**src/rtl/sigmoid_bwd.sv**
```systemverilog
// sigmoid_bwd: gradient of the piecewise-linear FP32 sigmoid, g * slope(x), via one shared FP multiplier.
// Optional NaN bypass enabled by defining SIGMOID_BWD_NAN_EN.
`default_nettype none

module sigmoid_bwd #(
    parameter logic [31:0] SLOPE_OUTER = 32'h3D19999A,
    parameter logic [31:0] SLOPE_INNER = 32'h3E428F5C
) (
    input  logic        clk,
    input  logic        rst_n,
    input  logic        in_valid,
    output logic        in_ready,
    input  logic [31:0] x_in,
    input  logic [31:0] g_in,
    output logic        out_valid,
    input  logic        out_ready,
    output logic [31:0] grad_out,
    output logic [2:0]  region,
    output logic        mul_exc,
    output logic        nan_flag
);

    typedef enum logic [1:0] {S_IDLE, S_CLASS, S_MUL, S_DONE} state_e;

    state_e              state_q;
    logic [31:0]         x_q, g_q, slope_q;
    logic                bypass_q, mul_step_q, nan_hit_q;
    logic [47:0]         prod_q;
    logic signed [9:0]   exp_q;
    logic                sign_q, spec_inf_q, spec_zero_q;
    logic                in_ready_q, out_valid_q, mul_exc_q, nan_q;
    logic [31:0]         grad_q;
    logic [2:0]          region_q;

    logic [2:0]          region_d;
    logic [31:0]         slope_d;
    logic                nan_d;
    logic [31:0]         mul_res_d;
    logic                mul_flag_d;

    // Strict less-than against -5, -2, 2, 5 on sign/magnitude bits; -0 lands in the centre.
    always_comb begin
        logic lt_m5, lt_m2, lt_p2, lt_p5;
        lt_m5 = x_q[31] & (x_q[30:0] > 31'h40A00000);
        lt_m2 = x_q[31] & (x_q[30:0] > 31'h40000000);
        lt_p2 = x_q[31] | (x_q[30:0] < 31'h40000000);
        lt_p5 = x_q[31] | (x_q[30:0] < 31'h40A00000);
        region_d = 3'd4;
        slope_d  = 32'h0;
        if (lt_m5) begin
            region_d = 3'd0;
        end else if (lt_m2) begin
            region_d = 3'd1;
            slope_d  = SLOPE_OUTER;
        end else if (lt_p2) begin
            region_d = 3'd2;
            slope_d  = SLOPE_INNER;
        end else if (lt_p5) begin
            region_d = 3'd3;
            slope_d  = SLOPE_OUTER;
        end
    end

`ifdef SIGMOID_BWD_NAN_EN
    assign nan_d = ((x_q[30:23] == 8'hFF) && (x_q[22:0] != 23'h0)) ||
                   ((g_q[30:23] == 8'hFF) && (g_q[22:0] != 23'h0));
`else
    assign nan_d = 1'b0;
`endif

    // Second multiplier stage: normalise, round to nearest-even, flag overflow/underflow.
    always_comb begin
        logic              norm, guard, sticky, rnd;
        logic [22:0]       mant;
        logic [23:0]       mant_r;
        logic signed [9:0] exp_f;
        norm   = prod_q[47];
        if (norm) begin
            mant   = prod_q[46:24];
            guard  = prod_q[23];
            sticky = |prod_q[22:0];
        end else begin
            mant   = prod_q[45:23];
            guard  = prod_q[22];
            sticky = |prod_q[21:0];
        end
        rnd        = guard & (sticky | mant[0]);
        mant_r     = {1'b0, mant} + {23'h0, rnd};
        exp_f      = exp_q + $signed({9'h0, norm}) + $signed({9'h0, mant_r[23]});
        mul_res_d  = {sign_q, exp_f[7:0], mant_r[22:0]};
        mul_flag_d = 1'b0;
        if (spec_inf_q) begin
            mul_res_d  = {sign_q, 8'hFF, 23'h0};
            mul_flag_d = 1'b1;
        end else if (spec_zero_q) begin
            mul_res_d  = {sign_q, 31'h0};
        end else if (exp_f > 10'sd254) begin
            mul_res_d  = {sign_q, 8'hFF, 23'h0};
            mul_flag_d = 1'b1;
        end else if (exp_f < 10'sd1) begin
            mul_res_d  = {sign_q, 31'h0};
            mul_flag_d = 1'b1;
        end
    end

    always_ff @(posedge clk or negedge rst_n) begin
        if (!rst_n) begin
            state_q     <= S_IDLE;
            x_q         <= 32'h0;
            g_q         <= 32'h0;
            slope_q     <= 32'h0;
            bypass_q    <= 1'b0;
            mul_step_q  <= 1'b0;
            nan_hit_q   <= 1'b0;
            prod_q      <= 48'h0;
            exp_q       <= 10'sd0;
            sign_q      <= 1'b0;
            spec_inf_q  <= 1'b0;
            spec_zero_q <= 1'b0;
            in_ready_q  <= 1'b1;
            out_valid_q <= 1'b0;
            grad_q      <= 32'h0;
            region_q    <= 3'd0;
            mul_exc_q   <= 1'b0;
            nan_q       <= 1'b0;
        end else begin
            case (state_q)
                S_IDLE: begin
                    if (in_valid) begin
                        x_q        <= x_in;
                        g_q        <= g_in;
                        in_ready_q <= 1'b0;
                        state_q    <= S_CLASS;
                    end
                end
                S_CLASS: begin
                    region_q   <= region_d;
                    slope_q    <= slope_d;
                    bypass_q   <= (slope_d == 32'h0);
                    nan_hit_q  <= nan_d;
                    mul_step_q <= 1'b0;
                    state_q    <= S_MUL;
                end
                S_MUL: begin
                    if (nan_hit_q) begin
                        grad_q      <= 32'h7FC00000;
                        region_q    <= 3'd0;
                        mul_exc_q   <= 1'b0;
                        nan_q       <= 1'b1;
                        out_valid_q <= 1'b1;
                        state_q     <= S_DONE;
                    end else if (!mul_step_q) begin
                        prod_q      <= {24'h0, 1'b1, g_q[22:0]} * {24'h0, 1'b1, slope_q[22:0]};
                        exp_q       <= $signed({2'b00, g_q[30:23]}) + $signed({2'b00, slope_q[30:23]}) - 10'sd127;
                        sign_q      <= g_q[31] ^ slope_q[31];
                        spec_inf_q  <= (g_q[30:23] == 8'hFF) || (slope_q[30:23] == 8'hFF);
                        spec_zero_q <= (g_q[30:23] == 8'h00) || (slope_q[30:23] == 8'h00);
                        mul_step_q  <= 1'b1;
                    end else begin
                        grad_q      <= bypass_q ? 32'h0 : mul_res_d;
                        mul_exc_q   <= bypass_q ? 1'b0 : mul_flag_d;
                        nan_q       <= 1'b0;
                        mul_step_q  <= 1'b0;
                        out_valid_q <= 1'b1;
                        state_q     <= S_DONE;
                    end
                end
                S_DONE: begin
                    if (out_ready) begin
                        out_valid_q <= 1'b0;
                        in_ready_q  <= 1'b1;
                        state_q     <= S_IDLE;
                    end
                end
                default: state_q <= S_IDLE;
            endcase
        end
    end

    assign in_ready  = in_ready_q;
    assign out_valid = out_valid_q;
    assign grad_out  = grad_q;
    assign region    = region_q;
    assign mul_exc   = mul_exc_q;

`ifdef SIGMOID_BWD_NAN_EN
    assign nan_flag = nan_q;
`else
    assign nan_flag = 1'b0;
`endif

endmodule

`default_nettype wire

```
**config.mk**
```make
export PLATFORM = sky130hd
export DESIGN_NAME = sigmoid_bwd
export DESIGN_NICKNAME = d
export VERILOG_FILES = /design/src/rtl/sigmoid_bwd.sv
export SDC_FILE = /design/constraint.sdc
export NUM_CORES = 1
export LEC_CHECK = 0
export CAP_MARGIN = 5
export CORE_MARGIN = 10
export CORE_UTILIZATION = 50
export DETAILED_ROUTE_END_ITERATION = 7
export GPL_TIMING_DRIVEN = 1
export MAX_ROUTING_LAYER = met4
export PLACE_DENSITY = 0.78
export SETUP_SLACK_MARGIN = 0.1
export SYNTH_ARGS = -nofsm -noshare
export SYNTH_HDL_FRONTEND = slang
export SYNTH_SLANG_ARGS = --single-unit
```
**constraint.sdc**
```tcl
create_clock -name clk -period 17.7 [get_ports clk]
set_input_delay 3.54 -clock clk [delete_from_list [all_inputs] [get_ports clk]]
set_output_delay 3.54 -clock clk [all_outputs]
set_load 0.005 [all_outputs]
```
==> results.md <==
* Outcome: finished clean
* Hold buffers post-CTS at 0
* Area Overhead vs Synth at 10.0%
* WL per Instance at around 20 um
* RSZ-0062 raised after global routing: false
* Final Setup Violations at 0
* Starting Density at 50.4%
* Fillers at roughly 4000
* GRT Residual Overflow at 0
* Required time worst endpoint at between 15 and 20 ns
* Worst hold path class: flip-flop to flip-flop
* CTS tree: done
* Worst EP arrival at between 7 and 8 ns
* Clock root buffer: clkbuf_16
* Top_reg_cell synth: dfrtp_1
* Max-capacitance violation count at 0
* GRT Overall Usage at a little under a quarter
* Die H at 231 um
* Maximum root-to-sink buffer count at 2
* Number of flops mapped to enable cells by yosys at 0
* Footprint of the multi-input gates at between 15000 and 20000 um2
* Num CTS Buffers at 17
* Vias in the first global route at between 15000 and 20000
* Layout Nets at between 2000 and 3000
* Ys Warns at 0
* Total number of vias at approximately 16000
* Final slew viol count at 0
* Startpoint types: flip-flop
* RePlAce Congestion at between 0.9 and 1
* Clock Latency Late Sink at a little under 0.5 ns
* Syn_area_per_cell at 9.96 um2
* Initial antenna violation count at 0
* Synthesized area at 22200 um2
* Fin. Hold Viols at 0
* 1st-pass router iterations at 5
* Setup Skew at 0.0173 ns
* Main area contributors after synthesis: fa_1 (30%), dfrtp_1 (19%), ha_1 (16%)
* First DRT Iteration DRCs at 1235
* Post-CTS Setup Inserts at 0
* Critical Path Sink Type: flip-flop
* Core Area at 44100 um2
* IO Pins at 107
* Syn Inst Count at roughly 2200
* DRT Wirelength at around 57000 um
* First-pass GRT wire length at 92600 um
* Routed vias/inst at about 5.3
* Mapped Nets at around 2900
* Largest net degree at the start of global routing at roughly 120
* Clk sinks at roughly 170
* Synth top area share at 29.7%
* Die area at between 50000 and 60000 um2
* Kind of critical path: flip-flop to flip-flop
* Floorplan row count at 77
* Register area at between 4000 and 5000 um2
* Post-route antenna net violation count at 0
* HPWL after DPL at 48700 um
* Worst-path clk slew at ~0.08 ns
* Final min period at ~7.6 ns
* PostCTS Resize Cnt at 0
* Crit-path max FO at 30
* Yosys top cell by area: fa_1
* Share of cells above drive strength 1 at around 5.5%
* DR DRC count at 0
* Die Wd at between 200 and 250 um
* Antenna fix cells at 0
* Rel. slew slack at between 20% and 30%
* Least-Margin Pin Slew at 1.16 ns
* IO Port Bufs at about 110
* Asr flop ratio synth at 100%
* Final period utilization at ~43%
* Max H-tree Level at 4
* Seq/Total Area, Yosys at between 10% and 20%
* Seq cells post-synth at roughly 170
* Fmax at about 0.13 GHz
* Setup TNS Final at 0 ns
* Yosys cell types at between 70 and 80
==> path summary, 6_finish.rpt <==
kind | from | to | slack [ns] | cells after the start
setup / recovery | slope_q[25]$_DFFE_PN0N_ | prod_q[35]$_DFFE_PN0P_ | 10.09 | 26
min in group asynchronous | rst_n | x_q[9]$_DFFE_PN0P_ | 3.12 | 1
hold reg to reg | sign_q$_DFFE_PN0P_ | sign_q$_DFFE_PN0P_ | 0.48 | 2
max in group asynchronous | rst_n | prod_q[5]$_DFFE_PN0P_ | 13.01 | 2
hold / removal | sign_q$_DFFE_PN0P_ | sign_q$_DFFE_PN0P_ | 0.48 | 2
setup reg to reg | slope_q[25]$_DFFE_PN0N_ | prod_q[35]$_DFFE_PN0P_ | 10.09 | 26
==> critical path, cell delays in order, from the launching register on <==
cell	delay (ns)
dfrtp_1	0.32
buf_4	0.37
nand2_1	0.23
nor2_1	0.40
a21oi_1	0.22
ha_1	0.27
or2_2	0.32
fa_1	0.55
inv_1	0.06
fa_1	0.52
inv_1	0.05
fa_1	0.52
fa_1	0.44
fa_1	0.50
inv_1	0.05
fa_1	0.47
inv_1	0.04
ha_1	0.38
and2_1	0.20
nand2_1	0.07
a2bb2oi_1	0.16
a32oi_1	0.12
a211oi_1	0.54
o21ai_1	0.15
a31oi_1	0.22
xor2_1	0.16
o21ai_1	0.07
==> cell families after synthesis <==
kind of cell | Yosys count | synth area share (%)
flops | 169 | 19.0
buf+inv | 556 | 9.49
simple gates | 405 | 8.77
mux | 79 | 3.95
compound gates | 313 | 9.20
fa+ha+maj | 620 | 46.1
xor+xnor | 88 | 3.47
other cells | 1 | 0.0169
==> per-layer routing <==
metal | GRT usage (%) | vias up | routed length (um)
met5 | - | - | 0
met4 | 5.04 | 0 | 826
met3 | 4.55 | 55 | 3500
met2 | 34.6 | 410 | 26000
met1 | 31.0 | 7759 | 26600
li1 | - | 7301 | -
==> cell usage after synthesis (all sizes together), types with 4 or more instances <==
cell type	number
nand4	9
o22ai	6
mux2	70
nor4	17
a22o	23
and4	5
or2	8
o21a	7
nor2	51
dfrtp	168
fa	330
a211oi	12
o221a	5
and3	19
o31ai	8
and2	28
clkbuf	39
inv	501
a21oi	78
o21ai	87
nand2b	13
a21o	26
o211ai	4
nand3	25
mux2i	9
buf	16
a31oi	9
nand2	193
xor2	41
nor2b	11
xnor2	47
o21bai	13
a21boi	7
nor3	12
ha	290
==> flip-flops by register name, indices dropped and copies added (netlist names) <==
signal / cells
region: 3
bypass_q: 1
g_q: 32
slope_q: 3
state_q: 2
exp_q: 10
x_q: 32
spec_zero_q: 1
out_valid: 1
spec_inf_q: 1
mul_exc: 1
prod_q: 47
grad_out: 32
sign_q: 1
mul_step_q: 1
in_ready: 1
==> through the flow <==
step                hold slack [ns]  setup WS, ns  instances  utilization, %  area (um2)
floorplan                     0.433         10.55       2231               -       22200
global placement              0.450         10.11       2880            54.0       23800
detailed placement            0.463         10.14       2880            54.0       23800
global route                  0.501          9.74       2912            55.4       24400
finish                        0.477         10.09       2912            55.4       24400
CTS                           0.482         10.13       2912            55.4       24400
==> placed cells by master, fill, tap and decap left out, types with 6 or more instances in the layout <==
master / instances
inv_1: 501
xor2_1: 41
nand2b_1: 12
buf_4: 7
or2_2: 7
a21oi_1: 76
a21o_1: 26
a22o_1: 23
mux2_2: 69
o31ai_1: 8
fa_1: 330
dfrtp_1: 168
nand4_1: 9
and3_1: 19
nand2_1: 192
and2_1: 28
a211oi_1: 10
nor2b_1: 11
o21ai_1: 37
xnor2_1: 47
mux2i_1: 9
o21ai_0: 50
o22ai_1: 6
o21a_1: 7
clkbuf_16: 17
nor4_1: 15
o21bai_1: 13
a31oi_1: 9
nor3_1: 12
nand3_1: 25
nor2_1: 51
clkdlybuf4s50_1: 104
ha_1: 290
==> area by class of cell <==
class / instances / share of cell area, %
Multi-Input combinational cell: 1506 / 65.0
Clock buffer: 18 / 1.76
Tap cell: 592 / 3.03
Timing Repair Buffer: 112 / 4.52
Sequential cell: 169 / 17.3
Clock inverter: 14 / 0.706
Inverter: 501 / 7.69
Power is not shown: default switching activity piles up to over one toggle a cycle in this logic, so the estimate is an artifact.
